`src/rtl/xpar_bridge.sv`:
```
`default_nettype none
// ============================================================================
// Module  : xpar_bridge
// Brief   : CPU-to-parallel bridge fanning one access at a time out to N_CH
//           external channels; optional access timeout under XPAR_TIMEOUT_EN.
// Revision: 1.0 - initial release
// ============================================================================
module xpar_bridge #(
    parameter int DATA_W   = 32,
    parameter int ADDR_W   = 12,
    parameter int N_CH     = 4,
    parameter int TIMEOUT  = 255,
    localparam int c_ch_w  = (N_CH > 1) ? $clog2(N_CH) : 1,
    localparam int c_off_w = ADDR_W - c_ch_w
) (
    input  logic                   clk,
    input  logic                   rst,
    input  logic                   sel,
    input  logic                   we,
    input  logic [ADDR_W-1:0]      addr,
    input  logic [DATA_W-1:0]      data_in,
    output logic [DATA_W-1:0]      data_out,
    output logic                   ready,
    output logic                   err,
    input  logic                   err_clr,
    output logic [c_off_w-1:0]     par_addr,
    output logic [DATA_W-1:0]      par_out,
    output logic [N_CH-1:0]        par_re,
    output logic [N_CH-1:0]        par_we,
    input  logic [N_CH*DATA_W-1:0] par_in,
    input  logic [N_CH-1:0]        par_ack
);

    typedef enum logic [1:0] {
        IDLE   = 2'd0,
        ACCESS = 2'd1,
        DONE   = 2'd2
    } state_t;

    state_t              r_state;
    state_t              w_state_nxt;
    logic [c_ch_w-1:0]   w_ch;
    logic [N_CH-1:0]     w_onehot;
    logic                w_ch_valid;
    logic                w_sel_ack;
    logic [DATA_W-1:0]   w_sel_data;
    logic                w_expire;
    logic                w_timeout;
    logic                w_err_set;

    assign w_ch = addr[ADDR_W-1 -: c_ch_w];

    generate
        if (N_CH == (1 << c_ch_w)) begin : g_full_decode
            assign w_ch_valid = 1'b1;
        end else begin : g_part_decode
            localparam logic [c_ch_w:0] c_nch = N_CH[c_ch_w:0];
            assign w_ch_valid = ({1'b0, w_ch} < c_nch);
        end
    endgenerate

    always_comb begin
        w_onehot = '0;
        for (int i = 0; i < N_CH; i++) begin
            w_onehot[i] = (w_ch == c_ch_w'(i));
        end
    end

    // The live strobe doubles as the latched channel select, so only the
    // addressed channel's ack and read data can reach the core.
    assign w_sel_ack = |(par_ack & (par_re | par_we));

    always_comb begin
        w_sel_data = '0;
        for (int i = 0; i < N_CH; i++) begin
            if (par_re[i]) begin
                w_sel_data = par_in[i*DATA_W +: DATA_W];
            end
        end
    end

`ifdef XPAR_TIMEOUT_EN
    localparam int c_cnt_w = ($clog2(TIMEOUT + 1) > 0) ? $clog2(TIMEOUT + 1) : 1;

    logic [c_cnt_w-1:0] r_cnt;

    always_ff @(posedge clk or negedge rst) begin
        if (!rst) begin
            r_cnt <= '0;
        end else if (r_state == ACCESS) begin
            r_cnt <= r_cnt + 1'b1;
        end else begin
            r_cnt <= '0;
        end
    end

    assign w_expire = (r_state == ACCESS) && (r_cnt == c_cnt_w'(TIMEOUT - 1));
`else
    assign w_expire = 1'b0;
`endif

    // An ack in the expiry cycle still completes the access cleanly.
    assign w_timeout = w_expire & ~w_sel_ack;
    assign w_err_set = ((r_state == IDLE) & sel & ~w_ch_valid)
                     | ((r_state == ACCESS) & w_timeout);

    always_ff @(posedge clk or negedge rst) begin
        if (!rst) begin
            r_state <= IDLE;
        end else begin
            r_state <= w_state_nxt;
        end
    end

    always_comb begin
        w_state_nxt = r_state;
        case (r_state)
            IDLE: begin
                if (sel) begin
                    w_state_nxt = w_ch_valid ? ACCESS : DONE;
                end
            end
            ACCESS: begin
                if (w_sel_ack || w_expire) begin
                    w_state_nxt = DONE;
                end
            end
            DONE:    w_state_nxt = IDLE;
            default: w_state_nxt = IDLE;
        endcase
    end

    assign ready = (r_state == DONE);

    always_ff @(posedge clk or negedge rst) begin
        if (!rst) begin
            data_out <= '0;
            err      <= 1'b0;
            par_addr <= '0;
            par_out  <= '0;
            par_re   <= '0;
            par_we   <= '0;
        end else begin
            case (r_state)
                IDLE: begin
                    if (sel) begin
                        par_addr <= addr[c_off_w-1:0];
                        par_out  <= data_in;
                        if (w_ch_valid) begin
                            par_re <= we ? '0 : w_onehot;
                            par_we <= we ? w_onehot : '0;
                        end else if (!we) begin
                            // Reads of a missing channel return zero; writes keep data_out.
                            data_out <= '0;
                        end
                    end
                end
                ACCESS: begin
                    if (w_sel_ack || w_expire) begin
                        par_re <= '0;
                        par_we <= '0;
                        if (|par_re) begin
                            data_out <= w_sel_ack ? w_sel_data : '0;
                        end
                    end
                end
                default: ;
            endcase
            err <= w_err_set | (err & ~err_clr);
        end
    end

endmodule
`default_nettype wire

```
`config.mk`:
```
export PLATFORM = sky130hd
export DESIGN_NAME = xpar_bridge
export DESIGN_NICKNAME = d
export VERILOG_FILES = /design/src/rtl/xpar_bridge.sv
export SDC_FILE = /design/constraint.sdc
export NUM_CORES = 1
export LEC_CHECK = 0
export CORE_MARGIN = 1.5
export CORE_UTILIZATION = 37
export CTS_BUF_LIST = sky130_fd_sc_hd__clkbuf_16
export DETAILED_ROUTE_END_ITERATION = 6
export GPL_TIMING_DRIVEN = 0
export PLACE_DENSITY = 0.9
export SYNTH_ARGS = -nofsm -noshare
export SYNTH_HDL_FRONTEND = slang
export SYNTH_SLANG_ARGS = --single-unit
```
`constraint.sdc`:
```
create_clock -name clk -period 2.35 [get_ports clk]
set_input_delay 0.235 -clock clk [delete_from_list [all_inputs] [get_ports clk]]
set_output_delay 0.235 -clock clk [all_outputs]
set_load 0.1 [all_outputs]
```
==> results.md, run 1 <==
- Skew-Pair Late Insertion Delay: 0.33 ns
- Core ar.: 11300 µm²
- Worst path arrival time: 2.00 ns
- DRC Markers: 0
- CP top delay family: buffers and inverters
- Area Overhead vs Synth: 74.0%
- Min Clock Period, post-route: 2.23 ns
- Post-synthesis sequential area ratio: 49.9%
- Leakage: 3.05 nW
- Die area: 12200 µm²
- CP max-delay cell: clkdlybuf4s50_1
- RSZ-0062 raised after global routing: false
- Hold Crit Class: in2async
- Starting DRT DRC Count: 230
- Hold Worst Slack: 0.400 ns
- Critical Path End Type: output pin
- WP buf/inv: 1
- Power Total: 12.1 mW
- CTS Hold Bufs: 1
- Max VDD drop: 1.39 mV
- Syn_nets: 526
- CP startpoint kind: flip-flop
- Drt wl/cell: 18.1 µm
- Worst reg-to-reg path cell count: 3
- CP max stage delay: 1.20 ns
- Status: finished clean
- Synthesis Warnings: 0
- FF-to-FF Start: par_re[0]
- Fin crit share: 95.0%
- Routed Antenna Nets: 0
- Final setup vio count: 0
- CTS Buffer Depth: 2
- Reg2Reg Setup Slack: 0.29 ns
- Worst setup margin: 0.116 ns
- CP Class: reg2out
- TritonRoute pass-1 iters: 4
- Antenna cells: 0
- WP data required: 2.12 ns
- Max-Slew Margin vs Limit: 32.1%
- Tot GR Track Use: 22.2%
- Initial antenna violation count: 1
- # nets final: 803
- Inst Count DP: 753
- Overflow left after global routing: 0
- Critical-path maximum fanout: 6
- Vias per cell: 5.20
- Total CTS buffers: 9
- Distinct cell type count after synthesis: 24
- Vias in the first global route: 4155
- Most common cell after layout, fill and taps aside: clkdlybuf4s50_1
- Row count: 39
- Post-CTS sizing: 0
- CTS clk-pin slew, worst paths: 0.06 ns
- Max-slew violation count: 0
- Most frequent cells in the layout: clkdlybuf4s50_1, dfrtp_1, mux2_2, nor2b_1, nand2_1
- CTS tree: yes
- Pre-CTS worst setup slack: 0.240 ns
- Layout fillers: 877
- Worst clock skew: 0.0103 ns
- H-tree levels: 3
- GP Congestion: 0.824
- Layout cells sized above 1: 17.1%
- Post-CTS setup buffer count: 0
- Mapped cell area: 4270 µm²
- Final HPWL DP: 11000 µm
- Crit Reg-Reg Endpoint: data_out[16]
- Initial core utilization: 37.7%
- Gate Count Post-Synth: 345
- Routed WL: 13900 µm
- Die Y: 110 µm
- Power Density: 1640 nW/µm²
- Io pins: 265
- Slew @ Worst Pin: 1.02 ns
- Via count: 4001
- FF+latch count, synth: 85
- Root Driver: clkbuf_16
- Largest net degree at the start of global routing: 57
- Hold Fails Final Rpt: 0
- Fmax: 448 MHz
- Clock sinks: 85
- Non-filler cells, final: 770
- I/O Buffers: 264
- Syn avg cell area: 12.4 µm²
- Die Span X: 110 µm
- Max-cap violations: 0
- Worst path cell trace: clkdlybuf4s50_1
- First-pass GRT wire length: 20600 µm
sequential cells by signal (all words and copies together), names as in the netlist:
register	cells
par_out	32
data_out	32
r_state	2
par_re	4
err	1
par_addr	10
par_we	4
final cells by class:
cell class | instances | area (µm²) | share of cell area (%)
clock buffers | 9 | 225 | 3.03
multi-input cells | 230 | 1990 | 26.8
well taps | 143 | 179 | 2.41
repair buffers | 266 | 2680 | 36.1
plain buffers | 29 | 143 | 1.92
clock inverters | 7 | 72.6 | 0.978
inverters | 1 | 3.75 | 0.0506
flip-flops and latches | 85 | 2130 | 28.7
worst register-to-register path, delay by kind of cell, from the launching register on:
kind | cells | cell delay [ns]
AO/OA/AOI/OAI | 1 | 0.88
flip-flops | 1 | 0.46
multiplexers | 1 | 0.31
buffers and inverters | 1 | 0.29
metal layers:
| layer | GRT usage, % | up-vias | part of all wire [%] |
|---|---|---|---|
| met4 | 8.79 | 0 | 2.2 |
| met2 | 39.1 | 170 | 53 |
| met3 | 4.88 | 28 | 6.1 |
| met1 | 26.2 | 1958 | 38 |
| li1 | - | 1845 | - |
| met5 | 0 | - | 0 |
stage by stage:
step	utilization, %	setup TNS [ns]	instance area (µm²)
2_1_floorplan	-	0	4270
3_3_place_gp	62.6	-160.82	7090
3_5_place_dp	62.8	0	7110
4_1_cts	65.6	0	7420
5_1_grt	65.6	0	7420
6_report	65.6	0	7420
where the power goes:
part           internal (mW)  switching [mW]
sequential              2.08           0.352
clock                  0.827           0.585
combinational           2.43            5.86
cell usage after synthesis:
master	instances	area share, %
a21oi_1	2	0.23
a221oi_1	31	6.4
a22o_1	7	1.4
a32o_1	2	0.47
a41oi_2	1	0.38
and2_1	1	0.15
buf_2	9	1.1
buf_6	3	0.79
clkbuf_1	17	1.5
dfrtp_1	85	50
inv_1	1	0.088
mux2_2	44	12
mux2_4	30	11
nand2_1	32	2.8
nand2b_1	1	0.15
nand4_1	1	0.15
nor2_1	2	0.18
nor2b_1	37	5.4
nor3b_1	1	0.18
o21ai_0	4	0.47
o21ai_1	1	0.12
o21bai_1	1	0.18
o31ai_1	31	5.5
o41ai_2	1	0.38
cells by family after synthesis:
kind of cell | Yosys count | share of synthesized area [%]
flops | 85 | 49.9
mux | 74 | 22.2
simple gates | 75 | 9.04
compound gates | 81 | 15.5
buf+inv | 30 | 3.43
how the worst max path moves through the flow:
stage | from | end | slack, ns | cells after the start
after floorplan | par_re[0] | data_out[10] | 0.006 | 5
after global placement | rst | par_re[1] | -2.20 | 1
after detailed placement | par_re[0] | data_out[13] | 0.24 | 3
after CTS | par_re[0] | par_re[0] | 0.09 | 1
after global routing | par_re[0] | par_re[0] | 0.09 | 1
final | par_re[0] | par_re[0] | 0.12 | 1
No activity file was read; power rests on OpenSTA's default activity.
==> run 2, diff against run 1 <==
- CORE_MARGIN: 1.5 -> not set
- SETUP_SLACK_MARGIN: not set -> 0.2
==> run 2 against run 1 <==
Against the previous run:
- wire length increased by 4.1%
- highest routed layer unchanged
- sequential share of layout area decreased by 0.068 points
- sequential power about the same
- largest cell class unchanged
- non-clock buffer count unchanged
- fmax increased by 5.9%
==> results.md, run 2 (same netlist as run 1, synthesis figures left out) <==
- Status: finished clean
- Worst setup margin: 0.242 ns (+0.125 ns)
- Antenna cells: 0 (unchanged)
- H-tree levels: 3 (unchanged)
- Via count: 4036 (+0.87%)
- Psw: 6.81 mW (+0.16%)
- Area Overhead vs Synth: 75.0%
- # nets final: 803 (unchanged)
- I/O Buffers: 264 (unchanged)
- Post-CTS setup buffer count: 0 (unchanged)
- Critical-path maximum fanout: 2 (-4)
- Root Driver: clkbuf_16
- Max-slew violation count: 0 (unchanged)
- Pre-CTS worst setup slack: 0.234 ns (-0.00567 ns)
- Non-filler cells, final: 767 (-0.39%)
- Routed WL: 14500 µm (+4.1%)
- Worst clock skew: 0.00866 ns (-0.00159 ns)
- Die Y: 109 µm (-0.91%)
- CP max stage delay: 1.17 ns (-0.03 ns)
- Layout cells sized above 1: 17.7% (+0.64 points)
- CP startpoint kind: flip-flop
- CTS tree: yes
- First-pass GRT wire length: 21600 µm (+5.0%)
- Slew @ Worst Pin: 1.02 ns (+0.00807 ns)
- Vias in the first global route: 4288 (+3.2%)
- Fin crit share: 89.7% (-5.3 points)
- Clock sinks: 85 (unchanged)
- Clock network power share: 13.0% (+1.4 points)
- Die area: 12000 µm² (-1.8%)
- Die Span X: 109 µm (-0.91%)
- Fmax: 474 MHz (+5.9%)
- Switching Fraction: 55.2% (-0.89 points)
- DRC Markers: 0 (unchanged)
- Hold Worst Slack: 0.384 ns (-0.0168 ns)
- Io pins: 265 (unchanged)
- Crit Reg-Reg Endpoint: data_out[9]
- Overflow left after global routing: 0 (unchanged)
- Skew-Pair Late Insertion Delay: 0.32 ns (about the same)
- Worst path arrival time: 1.87 ns (-0.13 ns)
- GP Congestion: 0.786 (-4.6%)
- Worst Setup EP: data_out[3]
- Routed Antenna Nets: 0 (unchanged)
- Leakage: 3.11 nW (+1.8%)
- Power Density: 1650 nW/µm² (+1.2%)
- Largest net degree at the start of global routing: 63 (+11%)
- Initial antenna violation count: 0 (-1)
- Drt wl/cell: 18.9 µm (+4.5%)
- TritonRoute pass-1 iters: 5 (+1)
- Util after Layout: 67.7% (+2.1 points)
- Inst Count DP: 750 (-0.40%)
- WP depth: 1 (unchanged)
- Tot GR Track Use: 23.8% (+1.6 points)
- CP Class: reg2out
- Worst reg-to-reg path cell count: 6 (+3)
- Min Clock Period, post-route: 2.11 ns (-0.125 ns)
- Core ar.: 11000 µm² (-2.6%)
- Critical Path End Type: output pin
- Max-cap violations: 0 (unchanged)
- Row count: 38 (-2.6%)
- FF-to-FF Start: par_re[1]
- CTS clk-pin slew, worst paths: 0.06 ns (about the same)
- Final HPWL DP: 11300 µm (+2.8%)
- Logic pwr share: 67.2% (-1.1 points)
- Most common cell after layout, fill and taps aside: clkdlybuf4s50_1
- Vias per cell: 5.26 (+1.3%)
- CP top delay family: buffers and inverters
- Total CTS buffers: 9 (unchanged)
- Max-Slew Margin vs Limit: 31.5% (-0.54 points)
- Initial core utilization: 38.7% (+0.99 points)
- CP max-delay cell: clkdlybuf4s50_1
- Starting DRT DRC Count: 255 (+11%)
- Hold Fails Final Rpt: 0 (unchanged)
- Max VDD drop: 1.37 mV (-1.5%)
- RSZ-0062 raised after global routing: false
- Reg2Reg Setup Slack: 0.36 ns (+0.07 ns)
- CP Launch Point: data_out[3]
- WP data required: 2.12 ns (about the same)
- Worst path cell trace: clkdlybuf4s50_1
- Internal power: 5.54 mW (+3.8%)
- Most frequent cells in the layout: clkdlybuf4s50_1, dfrtp_1, mux2_2, nor2b_1, nand2_1
- Seq pwr share: 19.8% (-0.2 points)
- Power Total: 12.3 mW (+1.8%)
- WP buf/inv: 1 (unchanged)
- Final setup vio count: 0 (unchanged)
- Hold Crit Class: in2async
- CTS Buffer Depth: 2 (unchanged)
- Largest registers: data_out: 32 flops, par_out: 32 flops, par_addr: 10 flops
-- run 2: cell count changes in the layout (fill, tap and decap cells not counted), sizes merged --
| cell | before | now |
|---|---|---|
| clkdlybuf4s50 | 263 | 258 |
| dlygate4sd2 | 0 | 4 |
| bufinv | 1 | 3 |
| clkinvlp | 2 | 0 |
| clkinv | 2 | 1 |
| dlymetal6s2s | 0 | 1 |
| inv | 3 | 4 |
-- run 2: routing by layer --
metal  vias to the layer above  wire [µm]  global-route usage [%]
met5                         -          0                       0
met4                         0        380                    9.52
met3                        31        977                    5.93
met2                       189       7700                    43.4
met1                      1975       5440                    26.4
li1                       1841          -                       -
-- run 2: final cells by class --
class | count | area (µm²)
Clock buffer | 9 | 225
Tap cell | 140 | 175
Timing Repair Buffer | 266 | 2680
Clock inverter | 7 | 115
Fill cell | 832 | 3570
Sequential cell | 85 | 2140
Buffer | 29 | 143
Inverter | 1 | 3.75
Multi-Input combinational cell | 230 | 1990
-- run 2: how the worst min path moves through the flow --
stage | end | start | cells after the start
2_1_floorplan | data_out[0] | rst | 0
3_3_place_gp | par_out[0] | par_out[0] | 1
3_5_place_dp | par_addr[8] | rst | 1
4_1_cts | par_addr[1] | rst | 2
5_1_grt | par_addr[6] | rst | 2
6_report | par_addr[6] | rst | 2
-- run 2: timing repair --
action | 4_1_cts | 5_1_grt
endpoints found under the hold margin | 23 | 0
setup endpoints to repair | 4 | 1
hold buffers | 1 | 0
gates resized for setup | 4 | 1
-- run 2: stage by stage --
step | TNS [ns] | area, µm²
final | 0 | 7460
after global routing | 0 | 7460
after CTS | 0 | 7460
after detailed placement | 0 | 7120
after global placement | -167.59 | 7090
after floorplan | 0 | 4270
-- run 2: power by group through the flow --
stage                     clock network, mW  logic [mW]  registers [mW]
after detailed placement                  0        8.33            2.47
after global placement                    0        8.19            2.43
after CTS                              1.64        8.33            2.45
after floorplan                           0        1.88            6.76
final                                  1.61        8.29            2.44
after global routing                   1.70        8.57            2.52
==> run 3, diff against run 2 <==
- CORE_ASPECT_RATIO: not set -> 0.7
==> run 3 against run 2 <==
Against the previous run:
- register-to-register slack about the same
- clock-buffer cell count unchanged
- flip-flop and latch count unchanged
- global-route usage increased by 0.17 points
==> results.md, run 3 (same netlist as run 1, synthesis figures left out) <==
- Total CTS buffers: 9 (unchanged)
- Non-filler cells, final: 780 (+1.7%)
- CTS clk-pin slew, worst paths: 0.07 ns (about the same)
- Max-Slew Margin vs Limit: 31.3% (-0.26 points)
- Final setup TNS: 0 ns (unchanged)
- CP Class: reg2out
- Vias in the first global route: 4132 (-3.6%)
- Vias per cell: 5.23 (-0.52%)
- Hold Crit Class: in2async
- Worst reg-to-reg path cell count: 6 (unchanged)
- DRC Markers: 0 (unchanged)
- Overflow left after global routing: 0 (unchanged)
- Starting DRT DRC Count: 157 (-38%)
- Fin crit share: 89.6% (about the same)
- CTS Buffer Depth: 2 (unchanged)
- TritonRoute pass-1 iters: 5 (unchanged)
- Power Density: 1630 nW/µm² (-1.6%)
- Row count: 32 (-16%)
- Max VDD drop: 0.975 mV (-29%)
- Drt wl/cell: 18.5 µm (-2.3%)
- WP buf/inv: 1 (unchanged)
- Worst path cell trace: clkdlybuf4s50_1
- Die Span X: 130 µm (+19%)
- FF-to-FF Start: par_re[1]
- Fmax: 475 MHz (about the same)
- Die Y: 91.8 µm (-16%)
- Min Clock Period, post-route: 2.11 ns (-0.00173 ns)
- Final setup vio count: 0 (unchanged)
- WP data required: 2.12 ns (about the same)
- Routed Antenna Nets: 0 (unchanged)
- Post-CTS setup buffer count: 0 (unchanged)
- Layout cells sized above 1: 18.0% (+0.32 points)
- Reg2Reg Setup Slack: 0.36 ns (about the same)
- Status: finished clean
- Max-slew violation count: 0 (unchanged)
- Max-cap violations: 0 (unchanged)
- Area Overhead vs Synth: 74.3%
- Antenna cells: 0 (unchanged)
- Skew-Pair Late Insertion Delay: 0.33 ns (about the same)
- Root Driver: clkbuf_16
- Core ar.: 11100 µm² (+0.91%)
- Critical Path End Type: output pin
- # nets final: 803 (unchanged)
- Inst Count DP: 763 (+1.7%)
- Io pins: 265 (unchanged)
- Leakage: 3.12 nW (+0.44%)
- Worst clock skew: 0.00690 ns (-0.00177 ns)
- Hold Fails Final Rpt: 0 (unchanged)
- Most common cell after layout, fill and taps aside: clkdlybuf4s50_1
- WP depth: 1 (unchanged)
- Worst path arrival time: 1.87 ns (about the same)
- First-pass GRT wire length: 21700 µm (+0.70%)
- Critical-path maximum fanout: 2 (unchanged)
- Largest net degree at the start of global routing: 69 (+9.5%)
- GP Congestion: 0.792 (+0.84%)
- CP top delay family: buffers and inverters
- Via count: 4083 (+1.2%)
- Initial antenna violation count: 0 (unchanged)
- Final HPWL DP: 11200 µm (-1.0%)
- Tot GR Track Use: 24.0% (+0.17 points)
- CP max-delay cell: clkdlybuf4s50_1
- Most frequent cells in the layout: clkdlybuf4s50_1, dfrtp_1, mux2_2, nor2b_1, nand2_1
- Util after Layout: 66.8% (-0.89 points)
- H-tree levels: 3 (unchanged)
- Routed WL: 14400 µm (-0.68%)
- I/O Buffers: 264 (unchanged)
- Crit Reg-Reg Endpoint: data_out[24]
- CP startpoint kind: flip-flop
- Largest registers: data_out: 32 flops, par_out: 32 flops, par_addr: 10 flops
- RSZ-0062 raised after global routing: false
- Slew @ Worst Pin: 1.03 ns (+0.00395 ns)
- Clock sinks: 85 (unchanged)
- Initial core utilization: 38.3% (-0.35 points)
- Die area: 12000 µm² (about the same)
- CTS tree: yes
- CP max stage delay: 1.16 ns (about the same)
-- run 3: worst max-delay path by stage --
stage | start | to | slack [ns]
finish | data_out[11] | data_out[11] | 0.24
detailed placement | sel | par_addr[4] | 0.27
CTS | par_re[3] | par_re[3] | 0.20
global route | data_out[18] | data_out[18] | 0.20
global placement | rst | par_we[3] | -2.27
floorplan | par_we[1] | data_out[10] | 0.22
-- run 3: final cells by class --
class / instances / area (µm²)
fillers: 845 / 3700
repair buffers: 266 / 2690
clock buffers: 9 / 225
well taps: 153 / 191
inverters: 1 / 3.75
multi-input cells: 230 / 1990
flip-flops and latches: 85 / 2140
clock inverters: 7 / 56.3
plain buffers: 29 / 143
-- run 3: layer usage --
| layer | GRT usage [%] | up-vias | routed length [µm] |
|---|---|---|---|
| li1 | - | 1840 | - |
| met1 | 29.4 | 2002 | 5960 |
| met2 | 39.9 | 204 | 6960 |
| met3 | 6.18 | 37 | 1070 |
| met4 | 9.96 | 0 | 411 |
| met5 | 0 | - | 0 |
-- run 3: what timing repair did --
action | in CTS | in global routing
setup endpoints to repair | 3 | 5
gates cloned | 0 | 0
gates resized for setup | 3 | 5
hold endpoints to repair | 17 | 0
hold buffers | 1 | 0
-- run 3: power breakdown --
part	switching, mW	internal [mW]	total, mW
clock	0.610	0.727	1.34
combinational	5.91	2.42	8.33
sequential	0.354	2.08	2.44
-- run 3: through the flow --
| stage | hold slack, ns | total power [mW] | worst slack (ns) | instance area (µm²) |
|---|---|---|---|---|
| after global placement | 0.489 | 10.6 | -2.27 | 7110 |
| final | 0.320 | 12.1 | 0.243 | 7430 |
| after CTS | 0.323 | 12.2 | 0.204 | 7420 |
| after floorplan | -0.0606 | 8.64 | 0.218 | 4270 |
| after detailed placement | 0.130 | 10.8 | 0.273 | 7130 |
| after global routing | 0.324 | 12.6 | 0.205 | 7430 |
